===== src/rtl/k12a_spi_master.sv =====
// SPI master beside k12a_io: full-duplex DATA_WIDTH-bit shifts in all four CPOL/CPHA
// modes, programmable SCK divider, MSB/LSB-first ordering and one-hot active-low selects.
module k12a_spi_master #(
    parameter int DATA_WIDTH = 8,
    parameter int NUM_CS     = 4,
    parameter int DIV_WIDTH  = 8,
    localparam int CS_W      = (NUM_CS > 1) ? $clog2(NUM_CS) : 1
) (
    input  logic                  cpu_clock,
    input  logic                  reset_n,
    input  logic                  start,
    input  logic [DATA_WIDTH-1:0] tx_data,
    input  logic [CS_W-1:0]       cs_index,
    input  logic [DIV_WIDTH-1:0]  clk_div,
    input  logic                  cpol,
    input  logic                  cpha,
    input  logic                  lsb_first,
    output logic                  busy,
    output logic                  done,
    output logic [DATA_WIDTH-1:0] rx_data,
    output logic                  spi_sck,
    output logic                  spi_mosi,
    input  logic                  spi_miso,
    output logic [NUM_CS-1:0]     spi_cs_n
);
    localparam int ECW = $clog2(2 * DATA_WIDTH + 1);
    localparam logic [ECW-1:0] LAST_EDGE = ECW'(2 * DATA_WIDTH - 1);

    typedef enum logic [1:0] {IDLE, SETUP, XFER, HOLD} state_t;
    state_t state, state_next;

    logic [DIV_WIDTH-1:0]  div_cnt, div_lat;
    logic [ECW-1:0]        edge_cnt;
    logic [DATA_WIDTH-1:0] tx_sh, rx_sh;
    logic                  cpol_l, cpha_l, lsb_l;
    logic                  tick, accept, sck_edge, finish, leading, sample, drive;

    function automatic logic first_bit(input logic [DATA_WIDTH-1:0] w, input logic lsb);
        return lsb ? w[0] : w[DATA_WIDTH-1];
    endfunction

    function automatic logic [DATA_WIDTH-1:0] shift_out(input logic [DATA_WIDTH-1:0] w,
                                                         input logic lsb);
        return lsb ? {1'b0, w[DATA_WIDTH-1:1]} : {w[DATA_WIDTH-2:0], 1'b0};
    endfunction

    // LSB-first enters at the top so the first bit received ends up in bit 0.
    function automatic logic [DATA_WIDTH-1:0] shift_in(input logic [DATA_WIDTH-1:0] w,
                                                        input logic b, input logic lsb);
        return lsb ? {b, w[DATA_WIDTH-1:1]} : {w[DATA_WIDTH-2:0], b};
    endfunction

    function automatic logic [NUM_CS-1:0] cs_decode(input logic [CS_W-1:0] idx);
        logic [NUM_CS-1:0] r;
        r = '1;
        for (int i = 0; i < NUM_CS; i++) begin
            if (idx == CS_W'(i)) r[i] = 1'b0;
        end
        return r;
    endfunction

    always_ff @(posedge cpu_clock) begin
        if (!reset_n) state <= IDLE;
        else          state <= state_next;
    end

    // One tick per half-period; XFER turns each tick into an SCK edge.
    always_comb begin
        state_next = state;
        accept     = 1'b0;
        sck_edge   = 1'b0;
        finish     = 1'b0;
        tick       = (div_cnt == div_lat);
        leading    = ~edge_cnt[0];
        case (state)
            IDLE:    if (start) begin
                         accept     = 1'b1;
                         state_next = SETUP;
                     end
            SETUP:   if (tick) state_next = XFER;
            XFER:    if (tick) begin
                         sck_edge = 1'b1;
                         if (edge_cnt == LAST_EDGE) state_next = HOLD;
                     end
            HOLD:    if (tick) begin
                         finish     = 1'b1;
                         state_next = IDLE;
                     end
            default: state_next = IDLE;
        endcase
        sample = sck_edge & (leading ^ cpha_l);
        drive  = sck_edge & (cpha_l ? leading : (~leading && edge_cnt != LAST_EDGE));
    end

    always_ff @(posedge cpu_clock) begin
        if (!reset_n) begin
            busy     <= 1'b0;
            done     <= 1'b0;
            rx_data  <= '0;
            spi_sck  <= 1'b0;
            spi_mosi <= 1'b0;
            spi_cs_n <= '1;
            div_cnt  <= '0;
            div_lat  <= '0;
            edge_cnt <= '0;
            tx_sh    <= '0;
            rx_sh    <= '0;
            cpol_l   <= 1'b0;
            cpha_l   <= 1'b0;
            lsb_l    <= 1'b0;
        end else begin
            done <= 1'b0;
            if (state == IDLE || tick) div_cnt <= '0;
            else                       div_cnt <= div_cnt + 1'b1;

            if (state == IDLE) begin
                spi_sck <= cpol;
                if (accept) begin
                    busy     <= 1'b1;
                    tx_sh    <= tx_data;
                    rx_sh    <= '0;
                    div_lat  <= clk_div;
                    cpol_l   <= cpol;
                    cpha_l   <= cpha;
                    lsb_l    <= lsb_first;
                    edge_cnt <= '0;
                    spi_cs_n <= cs_decode(cs_index);
                    spi_mosi <= cpha ? 1'b0 : first_bit(tx_data, lsb_first);
                end
            end

            if (sck_edge) begin
                spi_sck  <= ~spi_sck;
                edge_cnt <= edge_cnt + 1'b1;
            end
            if (sample) rx_sh <= shift_in(rx_sh, spi_miso, lsb_l);
            // cpha=0 already shows the current bit, so it moves to the next one.
            if (drive) begin
                spi_mosi <= cpha_l ? first_bit(tx_sh, lsb_l)
                                   : first_bit(shift_out(tx_sh, lsb_l), lsb_l);
                tx_sh    <= shift_out(tx_sh, lsb_l);
            end

            if (finish) begin
                busy     <= 1'b0;
                done     <= 1'b1;
                rx_data  <= rx_sh;
                spi_cs_n <= '1;
                spi_mosi <= 1'b0;
                spi_sck  <= cpol_l;
            end
        end
    end
endmodule


===== config.mk =====
export PLATFORM = sky130hd
export DESIGN_NAME = k12a_spi_master
export DESIGN_NICKNAME = d
export VERILOG_FILES = /design/src/rtl/k12a_spi_master.sv
export SDC_FILE = /design/constraint.sdc
export NUM_CORES = 1
export LEC_CHECK = 0
export CAP_MARGIN = 20
export CORE_ASPECT_RATIO = 2
export CORE_MARGIN = 4
export CORE_UTILIZATION = 35
export DETAILED_ROUTE_END_ITERATION = 16
export SYNTH_ARGS = -nofsm -noshare
export SYNTH_HDL_FRONTEND = slang
export SYNTH_SLANG_ARGS = --single-unit

===== constraint.sdc =====
create_clock -name cpu_clock -period 2.95 [get_ports cpu_clock]
set_clock_uncertainty 0.1 [all_clocks]
set_input_delay 0.4425 -clock cpu_clock [delete_from_list [all_inputs] [get_ports cpu_clock]]
set_output_delay 0.4425 -clock cpu_clock [all_outputs]
set_load 0.01 [all_outputs]

==> reports/results.tsv <==
stage	metric	value	unit
sta	final setup margin	432	ps
routing	Max Used Layer	met4	
worst_setup_path	delay-heaviest family, CP	simple AND/OR/NAND/NOR gates	
clock_network	worst skew pair latency	320	ps
routing	Initial DRC Count	68	
routing	drt pass-1 iters	4	
global_routing	initial antenna violation count	0	
worst_setup_path	Crit-path slowest cell	nor3_4	
final_layout	Ant. Diodes	0	
worst_setup_path	Crit Path Max Fanout	17	
sta	# setup viols final	0	
global_routing	first-pass GRT wire length	10900	um
global_routing	vias in the first global route	2364	
worst_setup_path	slowest stage delay, CP	540	ps
logic_synthesis	most frequent cell after synthesis	dfxtp_1	
run_status	run status	complete, no violations	
routing	Met3 Wirelength	148	um
final_layout	fin nets	386	
place	DP HPWL	4650	um
worst_setup_path	crit path DAT	2640	ps
clock_network	clk root buf	clkbuf_16	
routing	mean number of vias per cell	5.23	
logic_synthesis	Post-Syn Area	0.00281	mm2
global_routing	Tot GR Track Use	0.144	
logic_synthesis	share of the synthesized area in the top cell type	0.414	
worst_setup_path	Crit Reg-Reg Startpoint	edge_cnt[0]	
routing	WL final	6490	um
clock_network	CTS tree	built	
logic_synthesis	Synth Instances	311	
logic_synthesis	ys async rst share	0	
clock_network	Clock transition at path regs	50	ps
clock_network	CTS buffer count	9	
worst_setup_path	Setup crit end kind	flop	
logic_synthesis	post-synthesis sequential area ratio	0.414	
pwr	Max VDD drop	0.000342	V
pwr	overall power after layout	2690	uW
clock_network	hold buffers post-CTS	0	
floorplan	Initial Util	0.356	
routing	metal2 WL	3490	um
worst_setup_path	Buf/Inv on CP	0	
sta	Final Hold Vio Count	0	
clock_network	clock buffer depth	2	
flow_run	MaxCap Viol Count	0	
worst_hold_path	Hold Startpoint	cpol_l	
floorplan	number of I/O pins	41	
pwr	Pleak	0.00135	uW
final_layout	synthesis-to-layout area growth	26.8	%
place	IO Port Bufs	40	
pwr	pwr dens	756	mW/mm2
final_layout	Filler Cell Count	759	
logic_synthesis	syn_nets	344	
routing	via count	2359	
routing	post-DR wirelength/cell	14.4	um
floorplan	die span in x	71.3	um
floorplan	core area	0.00789	mm2
logic_synthesis	top cell type by total area after synthesis	dfxtp_1	
routing	Antenna Nets Post-Route	0	
sta	fin crit share	0.854	
logic_synthesis	Post-synth top cells	dfxtp_1 (58), nand2_1 (37), nand3_1 (27)	
logic_synthesis	Area contributors post-synth	dfxtp_1 (41%), mux2i_1 (6.4%), nand2_1 (4.9%), nand3_1 (4.8%), a21oi_1 (3.7%)	
clock_network	H-tree levels	3	
sta	final setup TNS	0	ps
worst_setup_path	crit path launch	edge_cnt[0]	
worst_setup_path	CP Launch Type	flop	
clock_network	post-CTS setup buffer count	0	
place	Final GP Congestion	0.766	
worst_setup_path	WS Path Type	reg2reg	
logic_synthesis	synthesized area per cell	9.03	um2
floorplan	DIE AREA	0.00961	mm2
place	dpl ws	491	ps
logic_synthesis	distinct cell type count after synthesis	46	
floorplan	Die Span Y	135	um
floorplan	Rows	46	
clock_network	clock sink count	58	
sta	fmax	0.397	GHz
worst_setup_path	CP cell instances	ha_1 > and3_1 > ha_1 > nor3b_2 > o2111ai_1 > nor3_4 > a211oi_1 > a211oi_1	
sta	Final min period	2520	ps
clock_network	Resized Gates After CTS	0	
worst_setup_path	R2R setup slack	430	ps
logic_synthesis	number of synthesized register bits	58	
global_routing	GRT overflow	0	
sta	Slew Limit Headroom	0.558	
worst_setup_path	Critical Path RT	3070	ps
logic_synthesis	EDFF count, synth	0	
routing	DRC viols	0	
worst_hold_path	worst hold path type	reg2reg	
logic_synthesis	warnings from Yosys	0	
logic_synthesis	top_reg_cell synth	dfxtp_1	
sta	actual slew at the worst max-slew pin	663	ps
routing	WL met1	2650	um
sta	RSZ-0062 raised after global routing	false	
global_routing	largest net degree at the start of global routing	29	
sta	Max Slew Vio Count	0	
final_layout	fraction of layout cells with a size suffix above 1	0.121	
## logic make-up (layout without fill, tap and decap cells)
| group | count (synthesis) | count (layout) | share of synthesized area |
|---|---|---|---|
| AOI/OAI and AO/OA | 50 | 50 | 0.116 |
| buffers and inverters | 26 | 70 | 0.0450 |
| and+or+nand+nor | 125 | 125 | 0.228 |
| DFF | 58 | 58 | 0.414 |
| xor gates and xnor gates | 15 | 15 | 0.0468 |
| muxes | 29 | 29 | 0.115 |
| adders and majority gates | 8 | 8 | 0.0357 |
## routing by layer
layer / vias to the layer above / GRT usage
met2: 37 / 0.258
met3: 15 / 0.0231
met4: 0 / 0.0868
met5: - / 0
li1: 1167 / -
met1: 1140 / 0.154
## flip-flops by register name, indices dropped and copies added (netlist names)
signal    cells
busy          1
cpha_l        1
cpol_l        1
div_cnt       8
div_lat       8
done          1
edge_cnt      5
lsb_l         1
rx_data       8
rx_sh         8
spi_cs_n      4
spi_mosi      1
spi_sck       1
state         2
tx_sh         8
## cell usage in the layout, fill, tap and decap left out, types with 3 or more instances in the layout
cell type / count
clkbuf_16: 9
xor2_1: 4
nor3_1: 3
clkdlybuf4s50_1: 40
inv_1: 8
mux2_2: 8
and3_1: 4
nand3_1: 27
a21oi_1: 21
a211oi_1: 13
ha_1: 8
nor2_1: 22
nand3b_1: 4
o21ai_0: 6
buf_4: 9
and2_1: 8
nand2_1: 37
xnor2_1: 11
mux2i_1: 18
dfxtp_1: 58
## worst register-to-register path: stages, from the launching register on
cell       delay, ps
dfxtp_1          370
ha_1             240
and3_1           190
ha_1             210
nor3b_2          150
o2111ai_1        210
nor3_4           540
a211oi_1         140
a211oi_1         270
## cell type report
type / count / area [um2] / area share
repair buffers: 49 / 468 / 0.131
multi-input cells: 227 / 1520 / 0.427
inverters: 8 / 30.0 / 0.00844
well taps: 96 / 120 / 0.0337
clock buffers: 13 / 260 / 0.0731
flip-flops and latches: 58 / 1160 / 0.326
## path summary, 6_finish.rpt
kind / endpoint / cells after the start
max reg2reg: tx_sh[6] / 8
min: cpol_l / 2
min reg2reg: cpol_l / 2
max: tx_sh[6] / 8
## per-stage QoR
step,cells,utilization,hold WS (ps),area [um2]
5_1_grt,451,0.451,389,3560
3_3_place_gp,438,0.418,344,3300
3_5_place_dp,438,0.418,359,3300
6_report,451,0.451,363,3560
2_1_floorplan,311,-,337,2810
4_1_cts,451,0.451,366,3560
## power breakdown
part	internal, uW	total, uW	switching [uW]
logic	357	812	455
registers	876	956	80.1
clock network	598	922	324
Power figures use the tool's default switching activity.
